==> src/rtl/keypad_emulator.sv <==
// keypad_emulator: behavioural stand-in for a 4x4 matrix keypad.
// Accepts one key request at a time over a valid/ready handshake. It holds the
// requested contact closed for HOLD_CYCLES, then open for RELEASE_CYCLES.
// While the contact is closed and the scanner drives the key's row low, the
// key's column is pulled low. The column response is registered, so it
// follows rows one clock later.
// Optional feature: define KEYPAD_BOUNCE_EN to make the contact alternate
// during the first BOUNCE_CYCLES of each phase.
module keypad_emulator #(
  parameter int HOLD_CYCLES    = 1000,
  parameter int RELEASE_CYCLES = 1000,
  parameter int BOUNCE_CYCLES  = 8
) (
  input  logic       clk,
  input  logic       reset,      // synchronous, active-low
  input  logic       key_valid,
  input  logic [3:0] key_code,   // [3:2] row, [1:0] column
  output logic       key_ready,
  input  logic [3:0] rows,       // active-low row drive from the scanner
  output logic [3:0] cols,       // active-low column sense, idle 4'b1111
  output logic       busy,
  output logic       done
);

  // Counter sized for the longest phase (or bounce window) so it never wraps.
  localparam int MAX_HR  = (HOLD_CYCLES > RELEASE_CYCLES) ? HOLD_CYCLES : RELEASE_CYCLES;
  localparam int MAX_ALL = (MAX_HR > BOUNCE_CYCLES) ? MAX_HR : BOUNCE_CYCLES;
  localparam int CW      = $clog2(MAX_ALL) + 1;

  localparam logic [CW-1:0] HOLD_LAST    = CW'(HOLD_CYCLES - 1);
  localparam logic [CW-1:0] RELEASE_LAST = CW'(RELEASE_CYCLES - 1);

  typedef enum logic [1:0] {
    ST_IDLE    = 2'd0,
    ST_PRESS   = 2'd1,
    ST_RELEASE = 2'd2
  } state_t;

  state_t          state_q;
  logic [CW-1:0]   count_q;
  logic [1:0]      row_q;
  logic [1:0]      col_q;
  logic            ready_q;
  logic            busy_q;
  logic            done_q;
  logic [3:0]      cols_q;

  logic            contact_d;
  logic            row_driven_d;
  logic [3:0]      cols_d;

  // Contact level for the current cycle; derived from phase and phase counter.
  always_comb begin
    contact_d = 1'b0;
    case (state_q)
      ST_PRESS: begin
        contact_d = 1'b1;
`ifdef KEYPAD_BOUNCE_EN
        // Bouncing make: closed on even counts, open on odd counts.
        if ((count_q < CW'(BOUNCE_CYCLES)) && count_q[0]) begin
          contact_d = 1'b0;
        end
`endif
      end
      ST_RELEASE: begin
        contact_d = 1'b0;
`ifdef KEYPAD_BOUNCE_EN
        // Bouncing break: open on even counts, closed on odd counts.
        if ((count_q < CW'(BOUNCE_CYCLES)) && count_q[0]) begin
          contact_d = 1'b1;
        end
`endif
      end
      default: contact_d = 1'b0;
    endcase
  end

  // Only the latched row matters; other driven rows are ignored.
  assign row_driven_d = ~rows[row_q];

  // Each column goes low only when it is the latched column and the key is
  // both closed and scanned. At most one column can be low at a time.
  generate
    for (genvar gi = 0; gi < 4; gi++) begin : g_col
      assign cols_d[gi] = ~(contact_d && row_driven_d && (col_q == 2'(gi)));
    end
  endgenerate

  // Press/release sequencer with registered handshake and status outputs.
  always_ff @(posedge clk) begin
    if (!reset) begin
      state_q <= ST_IDLE;
      count_q <= '0;
      row_q   <= '0;
      col_q   <= '0;
      ready_q <= 1'b1;
      busy_q  <= 1'b0;
      done_q  <= 1'b0;
    end else begin
      done_q <= 1'b0;
      case (state_q)
        ST_IDLE: begin
          if (key_valid && ready_q) begin
            row_q   <= key_code[3:2];
            col_q   <= key_code[1:0];
            count_q <= '0;
            state_q <= ST_PRESS;
            ready_q <= 1'b0;
            busy_q  <= 1'b1;
          end
        end
        ST_PRESS: begin
          if (count_q == HOLD_LAST) begin
            count_q <= '0;
            state_q <= ST_RELEASE;
          end else begin
            count_q <= count_q + 1'b1;
          end
        end
        ST_RELEASE: begin
          if (count_q == RELEASE_LAST) begin
            count_q <= '0;
            state_q <= ST_IDLE;
            ready_q <= 1'b1;
            busy_q  <= 1'b0;
            done_q  <= 1'b1;
          end else begin
            count_q <= count_q + 1'b1;
          end
        end
        default: begin
          count_q <= '0;
          state_q <= ST_IDLE;
          ready_q <= 1'b1;
          busy_q  <= 1'b0;
        end
      endcase
    end
  end

  // Register the column response. This gives a one-cycle lag from rows and contact.
  always_ff @(posedge clk) begin
    if (!reset) begin
      cols_q <= 4'b1111;
    end else begin
      cols_q <= cols_d;
    end
  end

  assign key_ready = ready_q;
  assign busy      = busy_q;
  assign done      = done_q;
  assign cols      = cols_q;

endmodule

==> config.mk <==
export PLATFORM = sky130hd
export DESIGN_NAME = keypad_emulator
export DESIGN_NICKNAME = d
export VERILOG_FILES = /design/src/rtl/keypad_emulator.sv
export SDC_FILE = /design/constraint.sdc
export NUM_CORES = 1
export LEC_CHECK = 0
export CAP_MARGIN = 40
export CORE_ASPECT_RATIO = 1.25
export CORE_MARGIN = 2
export CORE_UTILIZATION = 47
export DETAILED_ROUTE_END_ITERATION = 7
export PLACE_DENSITY = 0.74
export REMOVE_ABC_BUFFERS = 1
export SLEW_MARGIN = 5
export SYNTH_ARGS = -nofsm -noshare
export SYNTH_HDL_FRONTEND = slang
export SYNTH_SLANG_ARGS = --single-unit
==> constraint.sdc <==
create_clock -name clk -period 1.6 [get_ports clk]
set_clock_uncertainty 0.15 [all_clocks]
set_input_delay 0.32 -clock clk [delete_from_list [all_inputs] [get_ports clk]]
set_output_delay 0.32 -clock clk [all_outputs]
set_load 0.01 [all_outputs]
* Word level (Yosys, flattened, before mapping)
Index checks and enable logic that the tools add are counted.
Operators by class: add/sub/neg operators 1, magnitude comparators 1, eq/ne operators 9, mux-type cells 17, bitwise operators 6, reductions and logical operators 13
Operator list (count):
- 11-bit two-way mux | 2
- 11-bit one-hot mux with 2 select lines | 1
- 11-bit by 1-bit adder with 11-bit output (second input constant) | 1
- 11-bit by 10-bit equality test with 1-bit output (second input constant) | 1
- 1-bit two-way mux | 7
- 2-bit equality test (second input constant) | 3
- 1-bit logical AND | 6
- 2-bit two-way mux | 3
- 2-bit inequality test (second input constant) | 3
- 1-bit inverter | 6
- 1-bit one-hot mux with 3 select lines | 2
- 2-bit one-hot mux with 3 select lines | 1
- 3-bit AND reduction | 2
- 2-bit by 1-bit equality test with 1-bit output (second input constant) | 2
- 2-bit logical NOT | 2
- 2-bit AND reduction | 2
- 2-bit by 3-bit less-than comparator with 1-bit output (second input constant) | 1
- 1-bit binary-select mux with 2-bit select | 1
- 2-bit OR reduction | 1
Word-level totals: register bits 24, bits of input ports 11, output and inout port bits 7, word-level logic and storage cells 55

* Depth between registers and ports, before layout
Gate-level depths: netlist of run 1.
depth after elaboration 6, depth in mapped cells 7, gate-level depth less buffers 6

* Least setup slack after synthesis of run 1
Ideal clock, no wire load.
kind register -> register, from register state_q[1], to register count_q[7], library setup time 0.122 ns, data arrival time 1.331 ns, data required time 1.328 ns, setup slack -0.003 ns, stages on the path, launching flop included 7, buffers on the path 0, period minus slack after synthesis 1.603 ns, path through dfxtp_1 -> inv_1 -> ha_1 -> a21boi_2 -> and4bb_2 -> xnor2_1 -> nor2_1
Between the ends: word-level cells in the longest chain between the ends 3, elaborated cells on any way between the ends 6, classes of those cells 3 x eq/ne; 1 x mux; 2 x reduce/logical
RTL lines:
- start, declared | line 39 | state_t state_q;
- start signal, assigned | line 92 | state_q <= ST_IDLE;
- start signal, assigned | line 107 | state_q <= ST_PRESS;
- start signal, assigned | line 115 | state_q <= ST_RELEASE;
- 2-bit equality test / 2-bit by 1-bit equality test with 1-bit output (equally long branches) | line 101 | case (state_q)
- 2-bit OR reduction (no line)
- 11-bit one-hot mux with 2 select lines | line 101
- end signal, assigned | line 117 | count_q <= count_q + 1'b1;
- end signal, assigned | line 128 | count_q <= count_q + 1'b1;
- end, declared | line 40 | logic [CW-1:0] count_q;
Several ways; a longest one is shown, not always the timed one. A chain may end at the register's enable or synchronous reset.

* Final worst setup path of run 1
Same ends and word-level chain as after synthesis.

==> results of run 1 <==
how the worst max path moves through the flow:
| stage | endpoint | slack, ns | cells past startpoint |
|---|---|---|---|
| 3_5_place_dp | count_q[5] | -0.21 | 6 |
| 5_1_grt | state_q[1] | -0.02 | 6 |
| 6_report | count_q[7] | 0.03 | 6 |
| 2_1_floorplan | count_q[7] | -0.003 | 6 |
| 4_1_cts | state_q[0] | 0.006 | 5 |
| 3_3_place_gp | count_q[5] | -0.17 | 6 |
sequential cells by signal, summed over array words and instances, names as in the netlist:
name / flops
count_q: 11
done: 1
cols: 4
key_ready: 1
row_q: 2
col_q: 2
state_q: 2
busy: 1
final cells by class:
type | count | area [um^2]
clock buffers | 3 | 22.5
fillers | 178 | 746
inverters | 5 | 18.8
multi-input cells | 87 | 709
flip-flops and latches | 24 | 487
well taps | 33 | 41.3
repair buffers | 41 | 353
logic make-up after synthesis:
| group | after synthesis |
|---|---|
| XOR/XNOR | 9 |
| flip-flops | 24 |
| AO/OA/AOI/OAI | 14 |
| multiplexers | 6 |
| AND/OR/NAND/NOR | 52 |
| adder cells (fa/ha/maj) | 5 |
| buffers and inverters | 10 |
where the power goes:
| part | switching, mW | leakage [nW] | total (mW) | internal, mW |
|---|---|---|---|---|
| clock network | 0.163 | 0.0138 | 0.251 | 0.0878 |
| registers | 0.0484 | 0.197 | 0.716 | 0.667 |
| logic | 0.374 | 0.428 | 0.780 | 0.406 |
| total | 0.585 | 0.638 | 1.75 | 1.16 |
metrics by stage:
stage               setup WS, ns  cell area (um^2)  instances  setup TNS (ns)  power (mW)
floorplan               -0.00254              1130        115        -0.00254        1.10
global placement          -0.174              1530        189           -2.31        1.36
detailed placement        -0.206              1530        189           -2.64        1.39
CTS                      0.00608              1560        192               0        1.65
global route             -0.0203              1630        193         -0.0383        1.87
finish                    0.0329              1630        193               0        1.75
cell usage in the layout (no fill, tap or decap), drive strengths merged, types with 2 or more instances in the layout:
| cell | instances |
|---|---|
| a21boi | 2 |
| a2bb2oi | 2 |
| and4 | 3 |
| buf | 24 |
| clkbuf | 3 |
| clkdlybuf4s50 | 10 |
| dfxtp | 24 |
| dlygate4sd2 | 7 |
| ha | 5 |
| inv | 5 |
| mux2i | 5 |
| nand2 | 9 |
| nand2b | 2 |
| nand3 | 6 |
| nand3b | 2 |
| nand4 | 5 |
| nor2 | 12 |
| nor2b | 4 |
| nor3 | 2 |
| nor4b | 2 |
| o211ai | 2 |
| o21ai | 4 |
| xnor2 | 4 |
| xor2 | 5 |
what timing repair did:
item | 4_1_cts | 5_1_grt
hold buffers | 0 | 0
endpoints found under the setup margin | 17 | 16
gates cloned | 0 | 1
gates resized for setup | 13 | 14
pin swaps | 0 | 6
metal layers:
metal  global-route usage, %  vias to the layer above  routed length, um
met4                    8.57                        0                 35
met1                    20.9                      520               1090
li1                        -                      507                  -
met3                    3.28                        4                 76
met2                    35.3                       24               1440
met5                       0                        -                  0
==> results, run 1 <==
- The share of flip-flops with an asynchronous set or reset after synthesis is 0%.
- The ratio of routed vias to standard cells is 5.47.
- In this run the most critical hold path is launched from col_q[1].
- The die area is 2880 um^2.
- The timing-limited maximum frequency is 638 MHz.
- For this block, the via count after detailed routing is 1,055.
- The kind of capture point of the worst setup path is a flop.
- The post-route worst hold slack is 0.285 ns.
- The remaining global-route overflow is 0.
- The flow ran to the end, and the final reports show no timing, DRC or antenna violations.
- In the final layout, the share of cells above drive strength 1 is 29.4%.
- The delay of the slowest cell on the worst path is 0.34 ns.
- The worst-skew pair later-pin latency is 0.30 ns.
- The first routing iteration left 16 violations.
- The ratio of total power to cell area is 1070 nW/um^2.
- VDD sags by at most 0.000653 V.
- The cell depth of the worst hold path is 1.
- Post-CTS timing repair inserted 0 buffers for setup.
- The global-route wire length before repair is 4.24 mm.
- The depth of the most critical reg-to-reg path is 6.
- Sequential cells were found to cover 41.5% of the synthesized design area.
- The vertical die dimension is 59.5 um.
- The count of cell types in the netlist is 36.
- Averaged over all synthesized cells, the footprint is 9.66 um^2.
- The final number of setup-violating endpoints is 0.
- The critical-path maximum fanout is 4.
- The cell class contributing the biggest share of worst-path delay is flip-flops.
- The signal on the critical path passes through inv_1 > ha_4 > a21boi_4 > and4bb_2 > xnor2_1 > nor2_1.
- For this run, the number of Yosys warnings is 0.
- After layout, the worst path uses 97.9% of the clock period.
- For this design the top-level I/O count stands at 18.
- Global routing consumed, over all layers together, 18.8% of the routing resources.
- The remaining routing DRC violations is 0.
- The die is 48.4 um wide.
- Counting instances in the post-synthesis netlist gives the leading cell types as sky130_fd_sc_hd__dfxtp_1 (24), sky130_fd_sc_hd__nor2_1 (12), sky130_fd_sc_hd__nand2_1 (9), sky130_fd_sc_hd__nand3_1 (6).
- The kind of start point of the critical path is a flop.
- The dominant synthesized flop cell is sky130_fd_sc_hd__dfxtp_1.
- Entering global routing, the biggest net connects 13 pins.
- The total count of max-transition violations in the final report is 0.
- The hold violation count in the final report is 0.
- The residual antenna-violating net count after detailed routing is 0.
- Counting both buffers and inverters, the worst setup path holds a total of 1.
- TritonCTS built the clock tree.
- Cells fill 68.6% of the core in the end.
- After synthesis, the largest area contributor takes up 41.5% of total cell area.
- The quantity of I/O buffers inserted on ports is 17.
- 0 antenna diodes ended up in the layout.
- The number of antenna violations at the first check in global routing is 0.
- The via count of the first global-routing pass came to 989.
- The critical register-to-register path startpoint is state_q[1].
- By area, the combinational part of the netlist is dominated by simple AND/OR/NAND/NOR gates.
- The final routed wire length divided by cell count is 13.7 um.
- The measured slew at the worst slew-check pin is 0.308 ns.
- The synthesized netlist devotes 10.5% of its cell area to compound gates.
- The final-stage net count is 178.
- The area of the mapped netlist is 1160 um^2.
- The critical path required time is 1.65 ns.
- For this run, the detailed router's first-pass iteration total came to 4.
- The register-to-register path setup slack is 0.03 ns.
- In this run the critical register-to-register path is captured at count_q[7].
- The biggest area contributor in the post-synthesis netlist is sky130_fd_sc_hd__dfxtp_1.
- The sum of routed wire length over all layers is 2.65 mm.
- The post-detailed-placement half-perimeter wirelength is 1.71 mm.
- The area share of and/or/nand/nor cells after synthesis is 25.9%.
- The minimum clock period after layout is 1.57 ns.
- Ranked by total cell area, the synthesized netlist is headed by sky130_fd_sc_hd__dfxtp_1 (41%), sky130_fd_sc_hd__ha_1 (5.4%), sky130_fd_sc_hd__mux2i_1 (4.3%).
- The area added between synthesis and finish is 40.8%.
- The worst endpoint data arrival time is 1.62 ns.
- Summing the areas of all fa, ha and maj instances in the mapped netlist gives 5.40% of the synthesized area.
- For hold timing, the worst endpoint is cols[2].
- The synthesis-stage register bit count is 24.
- In this run the number of H-tree levels came out at 1.
- The CTS clock-pin slew for the worst setup and hold paths is 0.12 ns.
- The critical path starts at state_q[1].
- The number of clock sinks is 24.
- In this run the static leakage power is 0.638 nW.
- The number of buffers between clock root and the deepest sink is 2.
- The fraction of synthesized area in multiplexers is 6.26%.
- The critical path's slowest cell is sky130_fd_sc_hd__dfxtp_2.
- The normalized max-slew margin is 79.4%.
- In this run the standard cell core region covers 2380 um^2.
- In the post-synthesis netlist, the cell with the most instances is sky130_fd_sc_hd__dfxtp_1.
- The xor/xnor cell area share of the yosys netlist is 6.80%.
- Across the run, the number of max-cap violations was 0.
- Synthesis handed over a netlist of 120 instances.
- The number of enable flip-flop cells after synthesis is 0.
- In this run, CTS created clock tree buffers numbering 3.
- The root buffer cell is sky130_fd_sc_hd__clkbuf_4.
- Once the floorplan was initialized, standard cells occupied 48.7% of the core.
- Routability-driven placement finished with a final weighted congestion of 0.845.
- The number of rows created at floorplan is 20.
- The type of the tightest min-delay check is flop to flop.
- The worst setup path is of the flop to flop kind.
(Power assumes the default switching activity.)
==> inputs of run 2 (changes only) <==
clock period = 1.3 ns   (was 1.6 ns; I/O delays follow)
==> run 2 against run 1 <==
Effect of this change: the run now ends with negative setup slack left; sequential share of layout area down 1.5 points; critical path depth shrank 1; core utilization grew 5.2 points; sequential power is 26% higher; setup slack worse by 0.27 ns; flip-flop and latch count unchanged; wire length up 7.4%; hold slack better by 0.0034 ns; critical path type unchanged; critical endpoint is now key_ready; largest power group unchanged.
==> results, run 2 (synthesized netlist as in run 1, its figures left out) <==
- The flow ran to the end, but the final reports show violations.
- The checks that failed: negative setup slack.
- For hold timing, the worst endpoint is cols[2].
- The via count of the first global-routing pass is 1,114 (+13%).
- The max-capacitance violation count is 0 (unchanged).
- The number of rows created at floorplan is 20 (unchanged).
- The residual antenna-violating net count after detailed routing was 0 (unchanged).
- The kind of capture point of the worst setup path is a flop.
- The number of clock sinks is 24 (unchanged).
- The CTS clock-pin slew for the worst setup and hold paths is 0.13 ns (about the same).
- The pin count of the biggest net entering global routing was 15 (+2).
- The initial standard-cell utilization of the core is 48.7% (unchanged).
- The net switching power of the design is 0.820 mW (+40%).
- The detailed route wirelength on metal3 is 89 um (+17%).
- The type of the tightest min-delay check is flop to flop.
- The instance count after placement with tap cells included was 194 (+2.6%).
- The final routed wire length divided by cell count was 14.2 um (+3.7%).
- The part of the total power dissipated in sequential elements is 35.4% (-5.6 points).
- The total length of routed met2 wires is 1.54 mm (+6.6%).
- The number of antenna violations at the first check in global routing is 0 (unchanged).
- The remaining routing DRC violations came to 0 (unchanged).
- The internal power contribution was 1.73 mW (+49%).
- The flip-flop count of the largest register, all copies and words added is 11 (unchanged).
- The first-pass iteration count of the detailed router was 4 (unchanged).
- The post-route worst hold slack is 0.288 ns (+0.00337 ns).
- The sum of routed wire length over all layers is 2.84 mm (+7.4%).
- The post-detailed-placement half-perimeter wirelength is 1.82 mm (+6.6%).
- The most common cell after layout, fill and taps aside is sky130_fd_sc_hd__buf_4.
- In the layout the commonest cells are sky130_fd_sc_hd__buf_4 (28), sky130_fd_sc_hd__dfxtp_1 (12), sky130_fd_sc_hd__nor2_1 (11), sky130_fd_sc_hd__dfxtp_2 (11), sky130_fd_sc_hd__clkdlybuf4s50_1 (10).
- The vertical die dimension is 59.5 um (unchanged).
- The worst hold path begins at col_q[1].
- Relative to the synthesized area, the layout overhead comes to 51.5%.
- The number of buffers between clock root and the deepest sink came to 2 (unchanged).
- The die area came to 2880 um^2 (unchanged).
- The quantity of I/O buffers inserted on ports is 17 (unchanged).
- The setup slack of the critical path after layout was -0.234 ns (-0.266 ns).
- The register-to-register path setup slack is -0.23 ns (-0.27 ns).
- The critical-path maximum fanout was 5 (+1).
- The depth of the most critical reg-to-reg path was 5 (-1).
- The final-stage net count is 184 (+3.4%).
- TritonCTS built the clock tree.
- The placeable core area came to 2380 um^2 (unchanged).
- The horizontal die dimension came to 48.4 um (unchanged).
- The total of hold buffers inserted after clock tree synthesis was 0 (unchanged).
- The global-route usage over all layers is 23.0% (+4.2 points).
- In this run the top signal layer used is met4.
- The number of standard cells in the layout, taps in and fillers out was 200 (+3.6%).
- The net switching fraction of the power came to 32.2% (-1.3 points).
- The worst setup path is of the flop to flop kind.
- The worst endpoint data arrival time is 1.59 ns (-0.03 ns).
- The final weighted congestion in routability-driven placement is 0.835 (-1.1%).
- The detailed router's first-iteration violation count is 29 (+13).
- The total via count after detailed routing is 1,048 (-0.66%).
- The worst register-to-register path ends at key_ready.
- The worst-skew pair later-pin latency is 0.33 ns (+0.03 ns).
- Setup repair after global routing could not meet its margin everywhere.
- The final number of setup-violating endpoints is 24 (+24).
- The share of cells above drive strength 1 is 44.3% (+15 points).
- The share of power burned in combinational logic is 43.0% (-1.7 points).
- The minimum clock period after layout is 1.53 ns (-0.0335 ns).
- The cell depth of the worst hold path is 1 (unchanged).
- The critical register-to-register path startpoint is count_q[4].
- The number of top-level design ports was 18 (unchanged).
- The routed metal-1 wire length came to 1.15 mm (+5.6%).
- The clock network fraction of total power is 21.6% (+7.2 points).
- The ratio of final minimum period to clock period was 118% (+20 points).
- The total power consumption of the routed design is 2.55 mW (+46%).
- The ratio of routed vias to standard cells is 5.24 (-4.1%).
- count_q holds more flip-flops than any other register.
- The number of buffers added by the clock tree synthesis step is 3 (unchanged).
- The measured slew at the worst slew-check pin is 0.312 ns (+0.00461 ns).
- The normalized max-slew margin is 79.1% (-0.31 points).
- The number of levels the H-tree was split into came to 1 (unchanged).
- The global-route wire length before repair was 5.06 mm (+20%).
- The ratio of total power to cell area is 1450 nW/um^2 (+36%).
- The number of diodes added for antenna fixing is 0 (unchanged).
- The peak ir drop on the vdd network is 0.000997 V (+53%).
- The total count of max-transition violations in the final report came to 0 (unchanged).
- The remaining global-route overflow is 0 (unchanged).
- The setup TNS after final layout is -3.22 ns (-3.22 ns).
- The critical path required time came to 1.36 ns (-0.29 ns).
- The final core area utilization was 73.8% (+5.2 points).
- The hold violation count in the final report was 0 (unchanged).
- The timing-limited maximum frequency came to 652 MHz (+2.2%).
- The static leakage power came to 0.705 nW (+11%).
- The kind of start point of the critical path is a flop.
- The root buffer cell is sky130_fd_sc_hd__clkbuf_4.
[run 2: changes by cell type in the layout (fill, tap and decap cells not counted), moves of 5 or more]
| cell | change |
|---|---|
| sky130_fd_sc_hd__dlygate4sd2_1 | -7 |
| sky130_fd_sc_hd__buf_2 | +5 |
| sky130_fd_sc_hd__buf_4 | +7 |
| sky130_fd_sc_hd__dfxtp_2 | +6 |
| sky130_fd_sc_hd__dfxtp_1 | -7 |
[run 2: routing by layer]
metal	GRT usage, %	vias up
li1	-	522
met4	11.4	0
met5	0	-
met3	4.29	6
met1	24.8	501
met2	43.5	19
[run 2: area by class of cell]
| cell class | instances | area [um^2] |
|---|---|---|
| tap | 33 | 41.3 |
| multi-input combinational | 87 | 771 |
| clock buffer | 3 | 22.5 |
| fill | 151 | 622 |
| sequential | 24 | 498 |
| timing repair buffer | 47 | 374 |
| clock inverter | 1 | 30.0 |
| inverter | 5 | 18.8 |
[run 2: power groups by stage]
stage	Combinational, mW	Sequential (mW)	Clock (mW)
floorplan	0.450	0.903	0
global placement	0.827	0.881	0
detailed placement	0.859	0.886	0
CTS	1.08	0.894	0.558
global route	1.20	0.914	0.594
finish	1.10	0.901	0.550
[run 2: per-stage QoR]
step / worst slack [ns] / cell area [um^2]
2_1_floorplan: -0.303 / 1130
3_3_place_gp: -0.405 / 1560
3_5_place_dp: -0.472 / 1560
4_1_cts: -0.219 / 1750
5_1_grt: -0.296 / 1760
6_report: -0.234 / 1760
[run 2: worst max-delay path by stage]
stage / startpoint / end / slack [ns] / cells past startpoint
2_1_floorplan: state_q[1] / count_q[7] / -0.30 / 6
3_3_place_gp: key_valid / count_q[5] / -0.41 / 6
3_5_place_dp: key_valid / count_q[5] / -0.47 / 6
4_1_cts: state_q[1] / count_q[7] / -0.22 / 6
5_1_grt: count_q[4] / state_q[0] / -0.30 / 5
6_report: count_q[4] / key_ready / -0.23 / 5
[run 2: repair_timing]
action                     in CTS  in global routing
hold endpoints to repair        0                  0
buffers inserted                2                  0
pin swaps                       7                 11
resized for setup              52                 19
gates cloned                    1                  0
setup endpoints to repair      31                 30
[run 2: worst max-delay path, cell delays in order, from the launching register on]
cell,delay [ns]
sky130_fd_sc_hd__dfxtp_2,0.35
sky130_fd_sc_hd__nor4b_2,0.26
sky130_fd_sc_hd__and4_4,0.32
sky130_fd_sc_hd__buf_4,0.13
sky130_fd_sc_hd__nand3b_1,0.09
sky130_fd_sc_hd__o2111ai_1,0.11
==> inputs of run 3 (changes only) <==
CELL_PAD_IN_SITES_DETAIL_PLACEMENT = 1   (was not set)
CELL_PAD_IN_SITES_GLOBAL_PLACEMENT = 2   (was not set)
CORE_UTILIZATION = 34   (was 47)
DONT_BUFFER_PORTS = 1   (was not set)
PLACE_DENSITY = not set   (was 0.74)
PLACE_DENSITY_LB_ADDON = 0.1   (was not set)
==> run 3 against run 2 <==
Effect of this change: the flow still finishes with violations (negative setup slack); fmax grew 2.2%; final cell count fell by 3.5%; clock power rose by 22%; sequential power about the same; register-to-register slack improved by 0.03 ns; hold slack got worse by 0.28 ns; global-route usage is 7.0 points lower; sequential share of layout area increased by 0.46 points; wire length grew 3.9%; flip-flop and latch count stayed put; power grew 7.6%; critical endpoint unchanged.
==> results, run 3 (synthesized netlist as in run 1, its figures left out) <==
- The internal power contribution is 1.90 mW (+9.8%).
- The number of rows created at floorplan is 23 (+15%).
- In the layout the commonest cells are sky130_fd_sc_hd__buf_4 (27), sky130_fd_sc_hd__dfxtp_1 (18), sky130_fd_sc_hd__nor2_1 (11), sky130_fd_sc_hd__nand2_1 (9), sky130_fd_sc_hd__buf_6 (8).
- The net switching power of the design came to 0.845 mW (+3.0%).
- Setup repair after global routing could not meet its margin everywhere.
- The share of power burned in combinational logic is 42.7% (-0.3 points).
- The kind of start point of the critical path is a flop.
- The clock network fraction of total power is 24.4% (+2.8 points).
- The final core area utilization came to 52.8% (-21 points).
- The kind of capture point of the worst setup path is a flop.
- The final weighted congestion in routability-driven placement is 0.768 (-8.1%).
- The hold violation count in the final report is 0 (unchanged).
- The ratio of total power to cell area is 1610 nW/um^2 (+11%).
- The final routed wire length divided by cell count is 15.3 um (+7.6%).
- The horizontal die dimension is 56.2 um (+16%).
- The number of clock sinks is 24 (unchanged).
- The share of cells above drive strength 1 is 46.8% (+2.5 points).
- The normalized max-slew margin was 74.5% (-4.6 points).
- The static leakage power is 0.668 nW (-5.4%).
- The placeable core area is 3220 um^2 (+36%).
- The delay of the slowest cell on the worst path is 0.33 ns (-0.02 ns).
- The total via count after detailed routing is 991 (-5.4%).
- The net switching fraction of the power is 30.8% (-1.4 points).
- The critical-path maximum fanout is 5 (unchanged).
- The total power consumption of the routed design is 2.74 mW (+7.6%).
- The post-detailed-placement half-perimeter wirelength is 2.07 mm (+14%).
- The part of the total power dissipated in sequential elements came to 32.8% (-2.6 points).
- The pin count of the biggest net entering global routing was 15 (unchanged).
- The run finished, with violations left.
- The worst-skew pair later-pin latency is 0.27 ns (-0.06 ns).
- The post-route worst hold slack came to 0.00832 ns (-0.280 ns).
- The vertical die dimension is 69.3 um (+16%).
- The peak ir drop on the vdd network is 0.000787 V (-21%).
- The worst endpoint data arrival time was 1.49 ns (-0.10 ns).
- The initial standard-cell utilization of the core is 35.9% (-13 points).
- The global-route usage over all layers is 15.9% (-7.0 points).
- The die area is 3890 um^2 (+35%).
- The max-capacitance violation count is 0 (unchanged).
- The root buffer cell is sky130_fd_sc_hd__clkbuf_8.
- The ratio of final minimum period to clock period is 115% (-2.5 points).
- The timing-limited maximum frequency is 666 MHz (+2.2%).
- The detailed router's first-iteration violation count is 20 (-31%).
- The number of buffers between clock root and the deepest sink is 2 (unchanged).
- The register containing the most flip-flops in the final layout is count_q.
- The signal on the critical path passes through nor4b_2 > and4_4 > buf_6 > nand3b_1 > o2111ai_1.
- The number of levels the H-tree was split into is 1 (unchanged).
- The number of diodes added for antenna fixing is 0 (unchanged).
- The number of top-level design ports is 18 (unchanged).
- The setup slack of the critical path after layout came to -0.201 ns (+0.0325 ns).
- The flip-flop count of the largest register, all copies and words added is 11 (unchanged).
- The residual antenna-violating net count after detailed routing came to 0 (unchanged).
- The cell class contributing the biggest share of worst-path delay is simple AND/OR/NAND/NOR gates.
- The quantity of I/O buffers inserted on ports is 0 (-17).
- The sum of routed wire length over all layers is 2.95 mm (+3.9%).
- The remaining routing DRC violations is 0 (unchanged).
- The final-stage net count is 173 (-6.0%).
- The number of buffers added by the clock tree synthesis step was 3 (unchanged).
- The critical path's slowest cell is sky130_fd_sc_hd__dfxtp_2.
- The min-delay analysis places its worst path in the category input port to flop.
- The measured slew at the worst slew-check pin was 0.381 ns (+0.0682 ns).
- The global-route wire length before repair is 4.89 mm (-3.5%).
- The type of the worst setup path is flop to flop.
- The remaining global-route overflow came to 0 (unchanged).
- The CTS tree is yes.
- The number of antenna violations at the first check in global routing is 0 (unchanged).
- The critical path required time was 1.29 ns (-0.07 ns).
- The minimum clock period after layout was 1.50 ns (-0.0325 ns).
- The ratio of routed vias to standard cells came to 5.13 (-2.0%).
- The final number of setup-violating endpoints is 23 (-4.2%).
- The final reports fail on negative setup slack.
- The first-pass iteration count of the detailed router is 4 (unchanged).
- The total count of max-transition violations in the final report came to 0 (unchanged).
- The area added between synthesis and finish is 46.9%.
- The sum of buffers and inverters on the critical path is 1 (unchanged).
- The via count of the first global-routing pass came to 1,063 (-4.6%).
- The final instance area was 1700 um^2 (-3.1%).
- The CTS clock-pin slew for the worst setup and hold paths is 0.09 ns (-0.04 ns).
- The placed standard-cell area came to 1400 um^2 (-11%).
- The most common cell after layout, fill and taps aside is sky130_fd_sc_hd__buf_4.
-- run 3: cell count changes in the layout (fill, tap and decap cells not counted), moves of 5 or more --
cell	change
sky130_fd_sc_hd__dfxtp_2	-6
sky130_fd_sc_hd__buf_6	+5
sky130_fd_sc_hd__dfxtp_1	+6
sky130_fd_sc_hd__clkdlybuf4s50_1	-10
sky130_fd_sc_hd__buf_2	-5
-- run 3: through the flow --
stage / TNS, ns / cells / setup WS (ns)
global route: -5.42 / 193 / -0.289
global placement: -5.42 / 181 / -0.313
finish: -3.73 / 193 / -0.201
detailed placement: -6.01 / 181 / -0.332
CTS: -3.94 / 191 / -0.247
floorplan: -3.65 / 115 / -0.303
-- run 3: repair_timing --
item | 4_1_cts | 5_1_grt
endpoints found under the setup margin | 25 | 25
gates resized for setup | 31 | 14
pin swaps | 9 | 6
hold buffers | 1 | 0
buffers inserted | 5 | 2
hold endpoints to repair | 9 | 0
-- run 3: worst paths after layout --
path         depth (start not counted)          to  slack (ns)         from
min                                  2  state_q[1]       0.008        reset
max reg2reg                          5   key_ready       -0.20  count_q[10]
min reg2reg                          1     cols[3]        0.29     col_q[1]
max                                  5   key_ready       -0.20  count_q[10]
-- run 3: area by class of cell --
cell class	count	area [um^2]
flip-flops and latches	24	490
well taps	37	46.3
clock buffers	3	41.3
inverters	5	18.8
clock inverters	1	30.0
fillers	351	1520
multi-input cells	86	752
repair buffers	37	323
-- run 3: layer usage --
layer  up-vias  GRT usage (%)  wire (um)
li1        491              -          -
met1       480           17.7       1180
met2        16           29.4       1640
met3         4           2.80         78
met4         0           6.35         48
met5         -              0          0
-- run 3: power by group through the flow --
stage               Combinational, mW  Sequential [mW]  Clock [mW]
floorplan                       0.450            0.903           0
global route                     1.28            0.911       0.723
detailed placement              0.831            0.895           0
global placement                0.805            0.890           0
CTS                              1.07            0.896       0.700
finish                           1.17            0.900       0.670
